[config.mk]
export PLATFORM = sky130hd
export DESIGN_NAME = menu_input_ctrl_flat
export DESIGN_NICKNAME = d
export VERILOG_FILES = /design/src/rtl/menu_input_ctrl_pkg.sv /design/src/rtl/menu_input_ctrl_if.sv /design/src/rtl/menu_input_ctrl_sync_debounce.sv /design/src/rtl/menu_input_ctrl.sv /design/src/flat_wrapper.sv
export SDC_FILE = /design/constraint.sdc
export NUM_CORES = 1
export LEC_CHECK = 0
export ABC_AREA = 1
export BUFFER_PORTS_ARGS = -buffer_cell sky130_fd_sc_hd__buf_2
export CORE_ASPECT_RATIO = 0.7
export CORE_MARGIN = 2
export CORE_UTILIZATION = 30
export DETAILED_ROUTE_END_ITERATION = 7
export GPL_ROUTABILITY_DRIVEN = 0
export PLACE_DENSITY = 0.55
export SYNTH_ARGS = -nofsm -noshare
export SYNTH_HDL_FRONTEND = slang
export SYNTH_HIERARCHICAL = 1
export SYNTH_SLANG_ARGS = --single-unit
[constraint.sdc]
create_clock -name clk -period 3.25 [get_ports clk]
set_clock_uncertainty 0.15 [all_clocks]
set_input_delay 0.1625 -clock clk [delete_from_list [all_inputs] [get_ports clk]]
set_output_delay 0.1625 -clock clk [all_outputs]
set_load 0.01 [all_outputs]
[src/rtl/menu_input_ctrl_pkg.sv]
// Shared definitions for the menu input controller: screen geometry, default button
// rectangles, link FSM encoding and a rectangle hit-test helper.
package menu_input_ctrl_pkg;

  localparam int SCREEN_W = 640;
  localparam int SCREEN_H = 480;
  localparam int COORD_W  = $clog2((SCREEN_W > SCREEN_H) ? SCREEN_W : SCREEN_H);

  localparam int START_X0_DEF = 240;
  localparam int START_X1_DEF = 400;
  localparam int START_Y0_DEF = 240;
  localparam int START_Y1_DEF = 300;
  localparam int CONN_X0_DEF  = 240;
  localparam int CONN_X1_DEF  = 400;
  localparam int CONN_Y0_DEF  = 320;
  localparam int CONN_Y1_DEF  = 380;

  typedef enum logic [1:0] {
    LINK_IDLE   = 2'd0,
    LINK_REQ    = 2'd1,
    LINK_LINKED = 2'd2
  } link_state_e;

  // Left/top edges inclusive, right/bottom edges exclusive.
  function automatic logic in_rect(input logic [COORD_W-1:0] x, input logic [COORD_W-1:0] y,
                                   input int x0, input int x1, input int y0, input int y1);
    int xi;
    int yi;
    xi = int'(x);
    yi = int'(y);
    return (xi >= x0) && (xi < x1) && (yi >= y0) && (yi < y1);
  endfunction

endpackage

[src/rtl/menu_input_ctrl_if.sv]
// Menu screen signal bundle: mouse/enable/peer inputs towards the controller and the
// hover, link and start outputs back to the pixel generator and game FSM.
interface menu_input_ctrl_if;
  import menu_input_ctrl_pkg::*;

  logic               enable;
  logic [COORD_W-1:0] mouse_x;
  logic [COORD_W-1:0] mouse_y;
  logic               MOUSE_LEFT;
  logic               peer_connect_in;
  logic               mouse_on_start_button;
  logic               mouse_on_connect_button;
  logic               send_connect;
  logic               receive_connect;
  logic               peer_connect_out;
  logic               connected;
  logic               start_game;
  logic               start_multi;

  modport master (
    output enable, mouse_x, mouse_y, MOUSE_LEFT, peer_connect_in,
    input  mouse_on_start_button, mouse_on_connect_button, send_connect, receive_connect,
           peer_connect_out, connected, start_game, start_multi
  );

  modport slave (
    input  enable, mouse_x, mouse_y, MOUSE_LEFT, peer_connect_in,
    output mouse_on_start_button, mouse_on_connect_button, send_connect, receive_connect,
           peer_connect_out, connected, start_game, start_multi
  );

endinterface

[src/rtl/menu_input_ctrl_sync_debounce.sv]
// Two-flop synchronizer followed by a stability filter: the output level follows the
// synced input only after it has disagreed for DEB_CYCLES consecutive cycles.
module menu_input_ctrl_sync_debounce #(
  parameter int DEB_CYCLES = 1000
) (
  input  logic clk,
  input  logic rst,
  input  logic async_i,
  output logic level_o
);

  localparam int CNT_W = $clog2(DEB_CYCLES);

  logic             meta_q;
  logic             sync_q;
  logic             level_q;
  logic             level_d;
  logic [CNT_W-1:0] cnt_q;
  logic [CNT_W-1:0] cnt_d;

  // Any cycle of agreement restarts the count from zero.
  always_comb begin
    cnt_d   = '0;
    level_d = level_q;
    if (sync_q != level_q) begin
      if (cnt_q == CNT_W'(DEB_CYCLES - 1)) begin
        level_d = sync_q;
      end else begin
        cnt_d = cnt_q + CNT_W'(1);
      end
    end
  end

  always_ff @(posedge clk) begin
    if (rst) begin
      meta_q  <= 1'b0;
      sync_q  <= 1'b0;
      level_q <= 1'b0;
      cnt_q   <= '0;
    end else begin
      meta_q  <= async_i;
      sync_q  <= meta_q;
      level_q <= level_d;
      cnt_q   <= cnt_d;
    end
  end

  assign level_o = level_q;

endmodule

[src/rtl/menu_input_ctrl.sv]
// Menu input controller: registered button hover, press/release click detection,
// start pulse and the one-wire-each-way connect handshake with the peer board.
module menu_input_ctrl
  import menu_input_ctrl_pkg::*;
#(
  parameter int START_X0   = START_X0_DEF,
  parameter int START_X1   = START_X1_DEF,
  parameter int START_Y0   = START_Y0_DEF,
  parameter int START_Y1   = START_Y1_DEF,
  parameter int CONN_X0    = CONN_X0_DEF,
  parameter int CONN_X1    = CONN_X1_DEF,
  parameter int CONN_Y0    = CONN_Y0_DEF,
  parameter int CONN_Y1    = CONN_Y1_DEF,
  parameter int DEB_CYCLES = 1000
) (
  input logic         clk,
  input logic         rst,
  menu_input_ctrl_if.slave bus
);

  logic        on_start_q, on_start_d, on_conn_q, on_conn_d;
  logic        left_q, rise, fall;
  logic        arm_start_q, arm_start_d, arm_conn_q, arm_conn_d;
  logic        start_click_q, start_click_d, conn_click_q, conn_click_d;
  logic        start_multi_q, start_multi_d;
  logic        recv, connected;
  link_state_e state_q, state_d;

  menu_input_ctrl_sync_debounce #(.DEB_CYCLES(DEB_CYCLES)) u_peer_deb (
    .clk    (clk),
    .rst    (rst),
    .async_i(bus.peer_connect_in),
    .level_o(recv)
  );

  assign on_start_d = bus.enable &&
      in_rect(bus.mouse_x, bus.mouse_y, START_X0, START_X1, START_Y0, START_Y1);
  assign on_conn_d  = bus.enable &&
      in_rect(bus.mouse_x, bus.mouse_y, CONN_X0, CONN_X1, CONN_Y0, CONN_Y1);

  assign rise = bus.MOUSE_LEFT && !left_q;
  assign fall = !bus.MOUSE_LEFT && left_q;

  // A click needs the press and the release both on the button with no excursion between.
  always_comb begin
    arm_start_d   = arm_start_q;
    arm_conn_d    = arm_conn_q;
    start_click_d = 1'b0;
    conn_click_d  = 1'b0;
    if (!bus.enable) begin
      arm_start_d = 1'b0;
      arm_conn_d  = 1'b0;
    end else begin
      if (rise && on_start_q) begin
        arm_start_d = 1'b1;
      end else if (!on_start_q) begin
        arm_start_d = 1'b0;
      end else if (fall && arm_start_q) begin
        arm_start_d   = 1'b0;
        start_click_d = 1'b1;
      end
      if (rise && on_conn_q) begin
        arm_conn_d = 1'b1;
      end else if (!on_conn_q) begin
        arm_conn_d = 1'b0;
      end else if (fall && arm_conn_q) begin
        arm_conn_d   = 1'b0;
        conn_click_d = 1'b1;
      end
    end
  end

  // A cancel click beats a simultaneous peer acknowledge.
  always_comb begin
    state_d = state_q;
    unique case (state_q)
      LINK_IDLE:   if (conn_click_q) state_d = LINK_REQ;
      LINK_REQ:    if (conn_click_q) state_d = LINK_IDLE;
                   else if (recv)    state_d = LINK_LINKED;
      LINK_LINKED: if (!recv)        state_d = LINK_REQ;
      default:     state_d = LINK_IDLE;
    endcase
  end

  assign connected     = (state_q == LINK_LINKED) && recv;
  assign start_multi_d = start_click_d ? connected : start_multi_q;

  always_ff @(posedge clk) begin
    if (rst) begin
      on_start_q    <= 1'b0;
      on_conn_q     <= 1'b0;
      left_q        <= 1'b0;
      arm_start_q   <= 1'b0;
      arm_conn_q    <= 1'b0;
      start_click_q <= 1'b0;
      conn_click_q  <= 1'b0;
      start_multi_q <= 1'b0;
      state_q       <= LINK_IDLE;
    end else begin
      on_start_q    <= on_start_d;
      on_conn_q     <= on_conn_d;
      left_q        <= bus.MOUSE_LEFT;
      arm_start_q   <= arm_start_d;
      arm_conn_q    <= arm_conn_d;
      start_click_q <= start_click_d;
      conn_click_q  <= conn_click_d;
      start_multi_q <= start_multi_d;
      state_q       <= state_d;
    end
  end

  assign bus.mouse_on_start_button   = on_start_q;
  assign bus.mouse_on_connect_button = on_conn_q;
  assign bus.send_connect            = (state_q != LINK_IDLE);
  assign bus.peer_connect_out        = (state_q != LINK_IDLE);
  assign bus.receive_connect         = recv;
  assign bus.connected               = connected;
  assign bus.start_game              = start_click_q;
  assign bus.start_multi             = start_multi_q;

endmodule

[src/flat_wrapper.sv]
// flat-port wrapper written by rule: the top's interface ports become plain ports
module menu_input_ctrl_flat import menu_input_ctrl_pkg::*;
#(
  parameter int START_X0   = START_X0_DEF,
  parameter int START_X1   = START_X1_DEF,
  parameter int START_Y0   = START_Y0_DEF,
  parameter int START_Y1   = START_Y1_DEF,
  parameter int CONN_X0    = CONN_X0_DEF,
  parameter int CONN_X1    = CONN_X1_DEF,
  parameter int CONN_Y0    = CONN_Y0_DEF,
  parameter int CONN_Y1    = CONN_Y1_DEF,
  parameter int DEB_CYCLES = 1000
)
  (clk, rst, bus_enable, bus_mouse_x, bus_mouse_y, bus_MOUSE_LEFT, bus_peer_connect_in, bus_mouse_on_start_button, bus_mouse_on_connect_button, bus_send_connect, bus_receive_connect, bus_peer_connect_out, bus_connected, bus_start_game, bus_start_multi);
  menu_input_ctrl_if bus_i ();
  input logic clk;
  input logic rst;
  input wire logic [$bits(bus_i.enable)-1:0] bus_enable;
  input wire logic [$bits(bus_i.mouse_x)-1:0] bus_mouse_x;
  input wire logic [$bits(bus_i.mouse_y)-1:0] bus_mouse_y;
  input wire logic [$bits(bus_i.MOUSE_LEFT)-1:0] bus_MOUSE_LEFT;
  input wire logic [$bits(bus_i.peer_connect_in)-1:0] bus_peer_connect_in;
  output wire logic [$bits(bus_i.mouse_on_start_button)-1:0] bus_mouse_on_start_button;
  output wire logic [$bits(bus_i.mouse_on_connect_button)-1:0] bus_mouse_on_connect_button;
  output wire logic [$bits(bus_i.send_connect)-1:0] bus_send_connect;
  output wire logic [$bits(bus_i.receive_connect)-1:0] bus_receive_connect;
  output wire logic [$bits(bus_i.peer_connect_out)-1:0] bus_peer_connect_out;
  output wire logic [$bits(bus_i.connected)-1:0] bus_connected;
  output wire logic [$bits(bus_i.start_game)-1:0] bus_start_game;
  output wire logic [$bits(bus_i.start_multi)-1:0] bus_start_multi;
  assign bus_i.enable = bus_enable;
  assign bus_i.mouse_x = bus_mouse_x;
  assign bus_i.mouse_y = bus_mouse_y;
  assign bus_i.MOUSE_LEFT = bus_MOUSE_LEFT;
  assign bus_i.peer_connect_in = bus_peer_connect_in;
  assign bus_mouse_on_start_button = bus_i.mouse_on_start_button;
  assign bus_mouse_on_connect_button = bus_i.mouse_on_connect_button;
  assign bus_send_connect = bus_i.send_connect;
  assign bus_receive_connect = bus_i.receive_connect;
  assign bus_peer_connect_out = bus_i.peer_connect_out;
  assign bus_connected = bus_i.connected;
  assign bus_start_game = bus_i.start_game;
  assign bus_start_multi = bus_i.start_multi;
  menu_input_ctrl #(.START_X0(START_X0), .START_X1(START_X1), .START_Y0(START_Y0), .START_Y1(START_Y1), .CONN_X0(CONN_X0), .CONN_X1(CONN_X1), .CONN_Y0(CONN_Y0), .CONN_Y1(CONN_Y1), .DEB_CYCLES(DEB_CYCLES)) u_core (.clk(clk), .rst(rst), .bus(bus_i));
endmodule
Word level (Yosys, flattened, before mapping)
Index checks and enable logic that the tools add are counted. W data, S select, Z words.

Register bits: 23. Input port bits: 25. Logic and storage cells: 71.

Add/subtract/negate cells: 1. Order comparisons: 6. Equal/unequal tests: 9. Multiplexer cells: 16. Bitwise logic cells: 3. Reduce and logical (&&, ||, !) cells: 23.

Operators by type and width (count): $lt A10 B9 Y1 const B (3); $ge A10 B8 Y1 const B (2); $logic_and A1 B1 Y1 (14); $mux W1 (11); $add A10 B1 Y10 const B (1); $eq A10 B10 Y1 const B (1); $ge A10 B9 Y1 const B (1); $mux W2 (4); $ne A3 B3 Y1 const B (2); $pmux W2 S3 (1); $reduce_or A4 Y1 (1); $ne A3 B2 Y1 const B (1); $not A1 Y1 (3); $reduce_and A3 Y1 (1); $reduce_or A3 Y1 (1); $eq A2 B1 Y1 const B (1); $eq A2 B2 Y1 const B (1); $logic_not A1 Y1 (2); $logic_not A2 Y1 (1); $ne A2 B1 Y1 const B (1); $ne A2 B2 Y1 const B (1); $reduce_and A2 Y1 (1); $reduce_bool A2 Y1 (1); $reduce_or A2 Y1 (1); $ne A1 B1 Y1 (1).

Depth between registers and ports, before layout
Gate-level depths: netlist (run 1).

Depth in word-level cells: 7. Gate-level depth with buffers: 7. Mapped depth without buffers: 7.

By module
The synthesis (run 1) kept the hierarchy.

Modules (own cells, without submodules): menu_input_ctrl_sync_debounce (instances 1, cells each 88, area each 629.4 um2, sequential area each 260.2 um2); menu_input_ctrl (instances 1, cells each 82, area each 570.5 um2, sequential area each 200.2 um2).

Least setup slack after synthesis (run 1)
No wires, ideal clock.

Kind: reg-to-reg. Start point: reg u_core.u_peer_deb.cnt_q[0]. End point: reg u_core.u_peer_deb.cnt_q[6]. Library setup time: 117 ps. Arrival: 978 ps. Required time: 2983 ps. Setup slack: 2004 ps. Stages on the path, launching flop included: 7. Clock period less this slack: 1246 ps. Cells stage by stage: dfxtp_1 ha_1 nand2_2 inv_2 nand3_2 nand2_2 nor2_1.

Cells in the longest elaborated chain, start to end: 2. Elaborated cells on any way between the ends: 3.

RTL lines: start: declaration (RTL line menu_input_ctrl_sync_debounce.sv:18) `logic [CNT_W-1:0] cnt_q;`; start signal: assignment (RTL line menu_input_ctrl_sync_debounce.sv:44) `cnt_q <= cnt_d;`; parallel branches: the longest is 2 deep, another holds $add A10 B1 Y10.

Several ways; the timed one is not identified. A chain may end at the register's enable or synchronous reset.

Final worst setup path (run 1)
Start point: reg u_core.u_peer_deb.level_q (netlist: u_core/u_peer_deb/level_o). End point: out bus_connected.

Cells in the longest elaborated chain, start to end: 1.

RTL lines: start: declaration (RTL line menu_input_ctrl_sync_debounce.sv:16) `logic level_q;`; start signal: assignment (RTL line menu_input_ctrl_sync_debounce.sv:43) `level_q <= level_d;`; $logic_and A1 B1 Y1 (RTL line menu_input_ctrl.sv:85) `assign connected = (state_q == LINK_LINKED) && recv;`; end: declaration (RTL line flat_wrapper.sv:28) `output wire logic [$bits(bus_i.connected)-1:0] bus_connected;`.

No other way between the ends.

==> summary.txt, run 1 <==
status: finished clean
clock tree buffer depth: 2
Pwr Density: 346 nW/µm²
1st-pass router iterations: 4
fill count: 422
Die H: 56.9 µm
DRC Markers: 0
type of the worst setup path: reg -> out
Hold Path Class: in -> reg
minimum clock period: 1480 ps
number of synthesized flops with an enable pin: 0
biggest regs: u_core/u_peer_deb/cnt_q (10), u_core/state_q (2)
crit-path leading delay family: flip-flops
LEAKAGE: 0.593 nW
met3 wire len: 103 µm
initial core utilization: 31.0%
crit path cell chain: nand2_1 -> nor2_1 -> buf_2
Top Metal Used: met4
area of the multi-input gates: 627 µm²
mapped cell area: 1200 µm²
Final HPWL DP: 1.73 mm
CTS Hold Bufs: 2
CTS H-Tree Depth: 1
die area: 4530 µm²
CTS sink count: 23
Slew Limit Fails: 0
most frequent cells in the layout: nand2_1, nor2_1, buf_2, inv_1, dfxtp_1
Area Growth Syn to Fin: 21.1%
first-pass GRT wire length: 3.97 mm
storage element area: 460 µm²
RSZ-0062 raised after global routing: false
r2r endpoint: u_core/u_peer_deb/cnt_q[6]
DRT iter0 DRCs: 45
RR Startpoint: u_core/u_peer_deb/cnt_q[0]
Rel. slew slack: 83.8%
worst-margin pin slew: 242 ps
hold path cells: 4
top cell type's share of synthesized area: 38.4%
number of vias per cell: 4.12
Setup crit start: u_core/u_peer_deb/level_o
vias in the first global route: 904
die width: 79.6 µm
Cell variety after synth: 28
Startpoint Class: register
Buffers on Ports: 26
maximum vdd drop: 0.000124 V
CTS clk-pin slew, worst paths: 80 ps
syn avg cell area: 7.06 µm²
maximum clock frequency: 674 MHz
IO Pins: 33
Async SR Flop Fraction: 0%
Reg with most FFs: u_core/u_peer_deb/cnt_q
TritonCTS clock tree: yes
initial antenna violation count: 0
post-cts sizing count: 0
remaining global-route overflow: 0
CTS Root Cell: clkbuf_8
Cell Rows: 19
DR WL/cell: 8.81 µm
total power: 0.000502 W
worst reg2reg path depth: 6
Crit. End Element: output pin
crit path to: bus_connected
Layout Cells excl Fill: 253
yosys warns: 6
commonest non-fill, non-tap cell in the layout: nand2_1
Worst-Skew Late Latency: 260 ps
Seq/Total Area, Yosys: 38.4%
Fin Hold WS: 33.0 ps
# diodes: 0
WP depth: 3
max reg flops: 10
period utilization: 45.6%
Final setup violation count: 0
cts bufs inserted: 3
final hold vios: 0
Synth area leader: dfxtp_1
Total Wirelength: 2.23 mm
Post-Syn Instances: 170
top area cells in the synthesized netlist: dfxtp_1, nand2_1, nor2_1
crit path DAT: 1170 ps
ANT nets after route: 0
setup TNS: 0 ps
core area: 3870 µm²
MaxCap Viol Count: 0
routed wl met2: 799 µm
WP data required: 2940 ps
largest net degree at the start of global routing: 13
CP peak stage delay: 430 ps
FF+latch count, synth: 23
Slowest-stage cell, CP: dfxtp_1
all-layer global routing usage: 11.1%
wl on met1: 1.30 mm
nets: 228
CP max FO: 6
ys flop type: dfxtp_1
total number of vias: 1,043
placed cells: 247
CP Buf/Inv Count: 1
Mapped Nets: 196
share of layout cells above drive strength 1: 25.4%
r2r setup slk: 1850 ps
Post-CTS Setup Bufs: 0
[worst register-to-register path, delay by kind of cell, from the launching register on]
family / cells / cell delay (ps)
adders and majority gates: 1 / 270
and+or+nand+nor: 4 / 420
DFF: 1 / 390
buffers and inverters: 1 / 80
[layout make-up]
| type | count | area share, % |
|---|---|---|
| inverter | 28 | 7.24 |
| timing repair buffer | 28 | 10.3 |
| tap | 52 | 4.48 |
| multi-input combinational | 118 | 43.2 |
| clock buffer | 4 | 3.10 |
| sequential | 23 | 31.7 |
[layer usage]
metal  track usage [%]  vias up
met3              3.54        4
li1                  -      587
met2              14.9       21
met1              16.5      431
met5                 0        -
met4              3.69        0
[cells in the mapped netlist, drive strengths merged (3+ instances only)]
library cell	instances
nand2	41
nor2	36
inv	28
dfxtp	23
a21oi	11
nand3	11
or2	3
xnor2	3
[worst min path at each step]
stage	slack, ps	end	startpoint
2_1_floorplan	80	u_core/state_q[0]	rst
3_3_place_gp	230	u_core/u_peer_deb/meta_q	bus_peer_connect_in
3_5_place_dp	230	u_core/u_peer_deb/meta_q	bus_peer_connect_in
4_1_cts	10	u_core/bus.mouse_on_connect_button	bus_mouse_x[9]
5_1_grt	40	u_core/bus.mouse_on_start_button	bus_mouse_x[9]
6_report	30	u_core/bus.mouse_on_start_button	bus_mouse_x[9]
[through the flow]
step	utilization [%]	instance area (µm²)	worst slack (ps)
floorplan	-	1200	2000
global placement	35.8	1390	1850
detailed placement	35.8	1390	1830
CTS	37.5	1450	1740
global route	37.5	1450	1630
finish	37.5	1450	1770
[cell families after synthesis]
kind of cell / share of synthesized area [%]
xor+xnor: 2.19
fa+ha+maj: 1.04
buf+inv: 9.38
flops: 38.4
compound gates: 7.09
simple gates: 41.9
[where the power goes]
part | total, W | switching [W] | internal [W]
sequential | 0.000285 | 0.00000118 | 0.000284
clock | 0.000175 | 0.0000876 | 0.0000874
combinational | 0.0000424 | 0.0000235 | 0.0000189
total | 0.000502 | 0.000112 | 0.000390
Power figures use the tool's default switching activity.
==> run 2: changes to the inputs <==
Clock period 3.25 ns to 1.52 ns, I/O delays scaled along.
==> run 2 against run 1 <==
Non-clock buffer count is 9 higher. Critical path type is now in -> reg. Die area unchanged. Largest power group unchanged. First-iteration DRC count fell by 16%. Sequential power increased by 110%. Sequential share of layout area is 1.9 points lower. Global-route usage grew 1.1 points. Combinational power rose to 2.6 times the previous value. Worst setup slack got worse by 1700 ps. Clock-buffer cell count is the same.
==> summary.txt, run 2 (synthesis gave the netlist of run 1 again) <==
status: finished clean
commonest non-fill, non-tap cell in the layout: nand2_1
met1 Usage GRT: 17.9%
RR Startpoint: u_core/u_peer_deb/cnt_q[1]
type of the worst setup path: in -> reg
share of layout cells above drive strength 1: 26.2%
initial antenna violation count: 0
MaxCap Viol Count: 0
maximum clock frequency: 676 MHz
die area: 4530 µm²
Buffers on Ports: 26
initial core utilization: 31.0%
IO Pins: 33
crit path to: u_core/bus.mouse_on_connect_button
ANT nets after route: 0
met2 usage in global routing: 18.0%
Setup crit start: bus_mouse_x[9]
Pwr Density: 707 nW/µm²
maximum vdd drop: 0.000318 V
Die H: 56.9 µm
all-layer global routing usage: 12.2%
Rel. slew slack: 83.3%
CTS H-Tree Depth: 1
DRT iter0 DRCs: 38
worst reg2reg path depth: 6
vias in the first global route: 1,012
number of vias per cell: 4.19
r2r endpoint: u_core/u_peer_deb/cnt_q[6]
GR peak layer: met2
biggest regs: u_core/u_peer_deb/cnt_q (10), u_core/state_q (2)
nets: 237
Final setup violation count: 0
WP data required: 1580 ps
Cell Rows: 19
Startpoint Class: input pin
die width: 79.6 µm
Crit. End Element: register
DR WL/cell: 9.36 µm
fill count: 419
CTS clk-pin slew, worst paths: 80 ps
remaining global-route overflow: 0
final hold vios: 0
Area Growth Syn to Fin: 28.8%
# diodes: 0
1st-pass router iterations: 4
Fin Hold WS: 12.1 ps
r2r setup slk: 110 ps
RSZ-0062 raised after global routing: false
CTS Root Cell: clkbuf_8
Total Wirelength: 2.45 mm
Layout Cells excl Fill: 262
period utilization: 97.3%
Final HPWL DP: 1.85 mm
Worst-Skew Late Latency: 260 ps
Hold Path Class: in -> reg
first-pass GRT wire length: 4.39 mm
setup TNS: 0 ps
TritonCTS clock tree: yes
Reg with most FFs: u_core/u_peer_deb/cnt_q
worst-margin pin slew: 250 ps
placed cells: 248
largest net degree at the start of global routing: 13
cts bufs inserted: 3
M3 GR Usage: 1.61%
DRC Markers: 0
Final Core Density: 39.9%
total power: 0.00109 W
minimum clock period: 1480 ps
LEAKAGE: 0.637 nW
core area: 3870 µm²
clock tree buffer depth: 2
total number of vias: 1,099
crit path DAT: 1540 ps
max reg flops: 10
CP max FO: 2
most frequent cells in the layout: nand2_1, nor2_1, buf_2
Slew Limit Fails: 0
CTS sink count: 23
==> run 2: cell types whose count changed in the layout (fill, tap and decap cells not counted) <==
cell	before	now
dlygate4sd3_1	2	10
buf_4	0	1
nor2_2	4	5
inv_1	26	25
nand2_1	38	37
inv_2	2	3
nand2_2	3	4
nor2_1	29	28
==> run 2: report_power, final <==
group | switching (W) | internal [W] | total [W]
clock network | 0.000187 | 0.000187 | 0.000374
logic | 0.0000553 | 0.0000537 | 0.000109
registers | 0.00000217 | 0.000607 | 0.000609
==> run 2: metal layers <==
layer	vias to the layer above	wire length (µm)
li1	607	-
met1	467	1380
met2	23	959
met3	2	95
met4	0	14
met5	-	0
==> run 2: worst min-delay path by stage <==
stage	from	slack, ps	cells past startpoint	to
3_3_place_gp	bus_peer_connect_in	140	3	u_core/u_peer_deb/meta_q
5_1_grt	bus_enable	40	3	u_core/conn_click_q
6_report	rst	10	4	u_core/u_peer_deb/level_o
4_1_cts	rst	7	4	u_core/u_peer_deb/level_o
3_5_place_dp	bus_peer_connect_in	140	3	u_core/u_peer_deb/meta_q
2_1_floorplan	rst	-5	1	u_core/state_q[0]
==> run 2: through the flow <==
stage / instance area (µm²) / setup slack [ps]
after floorplan: 1200 / 274
after global placement: 1400 / 170
after detailed placement: 1400 / 118
after CTS: 1540 / 33.2
after global routing: 1550 / 5.71
final: 1550 / 40.8
==> run 2: layout make-up <==
type,count,area (µm²),share of cell area [%]
tap,52,65.1,4.21
inverter,28,105,6.80
clock buffer,4,45.0,2.91
timing repair buffer,37,238,15.4
multi-input combinational,118,632,40.9
sequential,23,460,29.8
==> run 2: what timing repair did <==
item	4_1_cts	5_1_grt
setup buffers	0	0
setup endpoints to repair	0	2
gates resized for setup	0	3
hold endpoints to repair	9	0
hold buffers	10	0
==> run 2: critical path, stage by stage <==
cell,delay (ps)
dlygate4sd3_1,520
buf_2,120
inv_2,50
nand2_2,50
nor3_2,160
dlygate4sd3_1,550
